`config.mk`:
```
export PLATFORM = sky130hd
export DESIGN_NAME = cacheline_arbiter
export DESIGN_NICKNAME = d
export VERILOG_FILES = /design/src/rtl/cacheline_arbiter_pkg.sv /design/src/rtl/cacheline_arbiter.sv
export SDC_FILE = /design/constraint.sdc
export NUM_CORES = 1
export LEC_CHECK = 0
export CORE_AREA = 5 5 540 542
export DETAILED_ROUTE_END_ITERATION = 10
export DIE_AREA = 0 0 545 547
export GPL_TIMING_DRIVEN = 0
export PLACE_DENSITY = 0.3
export SYNTH_ARGS = -nofsm -noshare
export SYNTH_HDL_FRONTEND = slang
export SYNTH_SLANG_ARGS = --single-unit
export TNS_END_PERCENT = 100
```
`constraint.sdc`:
```
create_clock -name clk -period 1.6 [get_ports clk]
set_input_delay 0.32 -clock clk [delete_from_list [all_inputs] [get_ports clk]]
set_output_delay 0.32 -clock clk [all_outputs]
set_load 0.1 [all_outputs]
```
`src/rtl/cacheline_arbiter_pkg.sv`:
```
// Shared types and defaults for the cacheline arbiter between the I/D caches and main memory.
// Line and address defaults match the cache packages so the widths line up end to end.
package cacheline_arbiter_pkg;

  localparam int DEFAULT_LINE_W = 256;
  localparam int DEFAULT_ADDR_W = 32;

  typedef enum logic [1:0] {
    IDLE,
    I_BUSY,
    D_BUSY
  } arb_state_t;

  typedef enum logic {
    GRANT_I,
    GRANT_D
  } arb_grant_t;

  // Round-robin pick: a tie goes to whichever client was not served last.
  function automatic arb_grant_t pick_winner(input logic i_req, input logic d_req,
                                             input arb_grant_t last_grant);
    arb_grant_t winner;
    if (i_req && d_req) begin
      winner = (last_grant == GRANT_I) ? GRANT_D : GRANT_I;
    end else if (d_req) begin
      winner = GRANT_D;
    end else begin
      winner = GRANT_I;
    end
    return winner;
  endfunction

endpackage

```
`src/rtl/cacheline_arbiter.sv`:
```
// Multiplexes I-cache line reads and D-cache line reads/writebacks onto one memory port.
// One transaction at a time, round-robin on ties, with one idle bubble between grants.
module cacheline_arbiter
  import cacheline_arbiter_pkg::*;
#(
  parameter int LINE_W = DEFAULT_LINE_W,
  parameter int ADDR_W = DEFAULT_ADDR_W
) (
  input  logic              clk,
  input  logic              rst,
  input  logic              i_pmem_read,
  input  logic [ADDR_W-1:0] i_pmem_address,
  output logic [LINE_W-1:0] i_pmem_rdata,
  output logic              i_pmem_resp,
  input  logic              d_pmem_read,
  input  logic              d_pmem_write,
  input  logic [ADDR_W-1:0] d_pmem_address,
  input  logic [LINE_W-1:0] d_pmem_wdata,
  output logic [LINE_W-1:0] d_pmem_rdata,
  output logic              d_pmem_resp,
  output logic              pmem_read,
  output logic              pmem_write,
  output logic [ADDR_W-1:0] pmem_address,
  output logic [LINE_W-1:0] pmem_wdata,
  input  logic [LINE_W-1:0] pmem_rdata,
  input  logic              pmem_resp
);

  arb_state_t  state;
  arb_grant_t  last_grant;
  arb_grant_t  winner;
  logic [ADDR_W-1:0] lat_addr;
  logic [LINE_W-1:0] lat_wdata;
  logic              lat_we;
  logic              i_req;
  logic              d_req;
  logic              busy;

  assign i_req  = i_pmem_read;
  assign d_req  = d_pmem_read | d_pmem_write;
  assign winner = pick_winner(i_req, d_req, last_grant);
  assign busy   = (state != IDLE);

  // Requests are only looked at in IDLE, so a finishing client always gets one
  // cycle to drop its request before the next arbitration.
  always_ff @(posedge clk) begin
    if (rst) begin
      state      <= IDLE;
      last_grant <= GRANT_I;
      lat_addr   <= '0;
      lat_wdata  <= '0;
      lat_we     <= 1'b0;
    end else begin
      case (state)
        IDLE: begin
          if (i_req || d_req) begin
            last_grant <= winner;
            if (winner == GRANT_D) begin
              state     <= D_BUSY;
              lat_addr  <= d_pmem_address;
              lat_wdata <= d_pmem_wdata;
              lat_we    <= d_pmem_write;
            end else begin
              state     <= I_BUSY;
              lat_addr  <= i_pmem_address;
              lat_wdata <= '0;
              lat_we    <= 1'b0;
            end
          end
        end
        I_BUSY, D_BUSY: begin
          if (pmem_resp) begin
            state <= IDLE;
          end
        end
        default: state <= IDLE;
      endcase
    end
  end

  // Strobes and address come from registers only; client resps pass pmem_resp through.
  always_comb begin
    pmem_read    = 1'b0;
    pmem_write   = 1'b0;
    pmem_address = '0;
    pmem_wdata   = '0;
    i_pmem_resp  = 1'b0;
    d_pmem_resp  = 1'b0;
    if (busy) begin
      pmem_read    = ~lat_we;
      pmem_write   = lat_we;
      pmem_address = lat_addr;
      pmem_wdata   = lat_wdata;
    end
    if (state == I_BUSY) begin
      i_pmem_resp = pmem_resp;
    end
    if (state == D_BUSY) begin
      d_pmem_resp = pmem_resp;
    end
  end

  assign i_pmem_rdata = pmem_rdata;
  assign d_pmem_rdata = pmem_rdata;

  // A D-cache read and write raised together is a cache bug; it is served as a writeback.
  always @(posedge clk) begin
    if (!rst) begin
      assert (!(d_pmem_read && d_pmem_write))
        else $warning("d_pmem_read and d_pmem_write both set, serving as writeback");
    end
  end

endmodule

```
# Yosys cells after proc, flatten, opt, wreduce, memory -nomap -nowiden
# Index checks and enable logic that the tools add are counted.
# word_totals
regBits	292
output_inout_bits	804
inputBits	582
elab_cells	34
# classes
reduce_logical	7
n_eq_ne	4
muxes	16
n_bitwise	2
# op_table
operator	n
2-to-1 mux 256 bit	2
2-to-1 mux 32 bit	2
2-to-1 mux 1 bit	8
2-to-1 mux 2 bit	3
inequality test 2 bit (second input constant)	2
case mux 2 bit (2 select lines)	1
AND reduction 2 bit	2
equality test 2 x 1 -> 1 bit (second input constant)	1
equality test 2 bit (second input constant)	1
logical NOT 2 bit	1
nonzero test 2 bit	1
OR reduction 2 bit	1
logical AND 1 bit	1
logical OR 1 bit	1
inverter 1 bit	1
OR 1 bit	1

# Logic depth before layout (Yosys ltp)
# depth
depth_word	6
depth_mapped	7

# Worst setup path before layout
# No wires, ideal clock.
# synth_path
kind	register to output
start	register state[0]
end	output pmem_wdata[139]
path_stages_with_launch	7
required_time_ps	1280
slack_ps	-1231
arrival_ps	2511
path_cell_list	dfxtp_1 > inv_1 > ha_1 > buf_2 > clkbuf_1 > buf_1 > nor2b_1
# synth_between
elab_chain_cells	2
# synth_rtl
item	line_no	text
start: declaration	cacheline_arbiter.sv:29	arb_state_t state;
start signal: assignment	cacheline_arbiter.sv:48	state <= IDLE;
start signal: assignment	cacheline_arbiter.sv:59	state <= D_BUSY;
start signal: assignment	cacheline_arbiter.sv:64	state <= I_BUSY;
nonzero test 2 bit	cacheline_arbiter.sv:42	assign busy = (state != IDLE);
2-to-1 mux 256 bit	cacheline_arbiter.sv:89	if (busy) begin
end: declaration	cacheline_arbiter.sv:24	output logic [LINE_W-1:0] pmem_wdata,
# No other way between the ends.

# Worst setup path in the final report
# layout_path
start	register state[1]
end	output pmem_wdata[40]
# Same word-level chain as after synthesis.

==> qor.yml <==
pwr:
  combPwrFrac_pct: 55.4
  p_int_mw: 22.2
  p_total_mw: 43.5
  pwr-share-clk_pct: 24.1
  p_switching_mw: 21.3
  seqPwrFrac_pct: 20.4
  ir_worst_vdd_mv: 0.687
  p_leak_nw: 14.0
  power_density_mw_per_mm2: 1110
  switching_share_pct: 48.9
timing:
  drv_slew: 0
  setup_violations: 1096
  worstMarginPinSlew_ns: 1.27
  hold_viol_final: 0
  fmaxAchievable_mhz: 390
  setup_slack_ns: -0.964
  skew_ns: 0.0208
  rsz0062_at_grt: "yes"
  finalCritPeriodShare_pct: 160
  layout_min_cycle_time_ns: 2.56
  slew_headroom_pct: 14.9
yosys:
  synth_area_per_cell_um2: 8.48
  synth.largest_area_cell: "dfxtp_1"
  synth.area.mux_share_pct: 0
  async_reset_ff_share_pct: 0
  synth_seq_cells: 292
  syn_nets: 2512
  netlist_top_cells_count: "buf_4 (518), dfxtp_1 (292), nor2b_1 (290), nor2_1 (282), a32oi_1 (256)"
  yosys-top-cells-area: "dfxtp_1 (36%), buf_4 (24%), a32oi_1 (14%)"
  syn_area_mm2: 0.0163
  synth_cells: 1927
  synth-edff-count: 0
  synth-seq-area-share_pct: 35.8
  synthSimpleGateAreaFrac_pct: 19.3
  synthMostInstantiatedCell: "buf_4"
  synth_adder_area_share_pct: 0.230
  ys_types: 29
  synth_top_family_by_area: "buffers and inverters"
  netlist.area_leader.share_pct: 35.8
  synth_xor_area_share_pct: 0
  synth-compound-area-share_pct: 16.5
  ys_warn_count: 0
  ys.flop_type: "dfxtp_1"
clock_tree:
  clockBufferDepth: 3
  clk_pin_slew_ns: 0.06
  cts_root_buf: "clkbuf_16"
  cts.htree.levels: 2
  cts_tree: "built"
  clk_latency_ns: 0.63
  cts_buffers: 46
  cts_sinks: 292
outcome:
  violations: "setup timing"
  status: "finished with violations"
critical_path:
  critPathMaxFanout: 7
  worst_setup_path_end_kind: "primary output"
  worstSetupStartpointType: "register"
  critPathKind: "register to primary output"
  required_ns: 1.28
  cp.arrival_ns: 2.24
final_layout:
  drive_above_1_share_pct: 42.1
  design_area_mm2: 0.0392
  final_cells: 6952
  nFillCells: 32500
  final_util_pct: 13.7
  syn2layout_area_growth_pct: 140
  nets: 3707
global_route:
  antenna_found_initial: 68
  grt_pass1_vias: 19000
  grt_pass1_wl_um: 226000
  grt_usage_pct: 11.7
  grt-ovfl-total: 0
  grt_max_degree: 13
placed_design:
  dpl.cell_count: 6836
  dpl-instance-area_mm2: 0.0341
  place.gp.congestion: 0.854
  dpl.hpwl_um: 165000
  io_buffers: 1126
  pre_cts_ws_ns: -1.99
run:
  drv_cap: 0
detailed_routing:
  drcViolationCount: 0
  vias_per_cell: 2.70
  vias: 18800
  wl_um: 187000
  drtPass1Iterations: 7
  ant_nets: 0
  wire_per_inst_um: 26.9
  drt_iter0_markers: 906
die:
  dieArea_mm2: 0.298
  die_x_um: 545
  die_y_um: 547
  rows: 197
  core_area_mm2: 0.286
  start_util_pct: 5.70
  io_pins: 1386
worst_hold_path:
  hold_path.class: "primary input to register"
## what timing repair did
| item | in CTS | in global routing |
|---|---|---|
| hold buffers | 1 | 0 |
| pin swaps | 0 | 0 |
| gates resized for setup | 2138 | 563 |
| endpoints found under the setup margin | 1096 | 1096 |
| endpoints found under the hold margin | 1 | 0 |
| setup buffers | 0 | 6 |
| gates cloned | 3 | 10 |
## power by group through the flow
| stage | clock (mW) | sequential, mW | combinational (mW) |
|---|---|---|---|
| final | 10.5 | 8.89 | 24.1 |
| after global routing | 11.3 | 9.00 | 25.2 |
| after CTS | 11.1 | 8.91 | 22.9 |
| after detailed placement | 0 | 9.05 | 21.8 |
| after global placement | 0 | 9.04 | 21.8 |
| after floorplan | 0 | 8.70 | 15.5 |
## cell type report
type	count	area (µm²)	area share [%]
buffer	678	5200	13.3
tap	3781	4730	12.1
antenna	15	37.5	0.0958
multi-input combinational	954	7920	20.2
inverter	3	11.3	0.0287
clock inverter	21	199	0.508
timing repair buffer	1147	13900	35.6
clock buffer	61	1320	3.36
sequential	292	5850	14.9
## worst max-delay path, stage by stage (launching register included)
cell and delay (ns):
dfxtp_2 0.35, inv_2 0.06, ha_4 0.19, buf_12 0.16, clkbuf_16 0.20, clkbuf_16 0.19
nor2b_4 0.21, buf_12 0.21
## registers in the layout, summed over array words and instances, names as in the netlist
| register | cells |
|---|---|
| lat_wdata | 256 |
| lat_addr | 32 |
| state | 2 |
| last_grant | 1 |
| lat_we | 1 |
## metal layers
layer  vias to the layer above  GRT usage, %  wire (µm)
li1                       8507             -          -
met1                      9049          12.8      69000
met2                      1055          21.6      95600
met3                       175          4.80      19400
met4                        14          1.48       2680
met5                         -             0         96
## cells in the final DEF (no fill, tap or decap), drive strengths merged
cell type        n
a21oi            2
a2bb2oi          1
a311oi          24
a31oi            8
a32oi          256
and2             2
buf            920
bufinv           2
clkbuf         131
clkdlybuf4s50  834
clkinv          13
clkinvlp         4
dfxtp          292
diode           15
dlygate4sd3      1
ha               3
inv              5
nand2           69
nand3            1
nor2           282
nor2b          290
nor3             1
o211a            1
o211ai           1
o21ai            8
o2bb2ai          1
o31a             1
o31ai            1
o32ai            2
## worst paths after layout
kind	slack [ns]	depth (start not counted)	to	startpoint
worst max-delay path	-0.96	7	pmem_wdata[40]	state[1]
worst min-delay path	0.12	4	lat_we	i_pmem_read
worst max register to register	-0.65	9	lat_wdata[43]	state[1]
worst min register to register	0.49	2	lat_wdata[170]	lat_wdata[170]
## cells by family (layout without fill, tap and decap cells)
family | count (synthesis) | count (layout)
and+or+nand+nor | 645 | 645
DFF | 292 | 292
other | 0 | 15
adders and majority gates | 3 | 3
AOI/OAI and AO/OA | 306 | 306
buffers and inverters | 681 | 1910
## through the flow
stage               TNS [ns]  hold slack [ns]
floorplan            -147.14            0.446
finish               -526.79            0.119
detailed placement   -925.65            0.469
global placement     -965.29            0.459
global route         -597.91           0.0687
CTS                  -592.96           0.0265
Power figures use the tool's default switching activity.
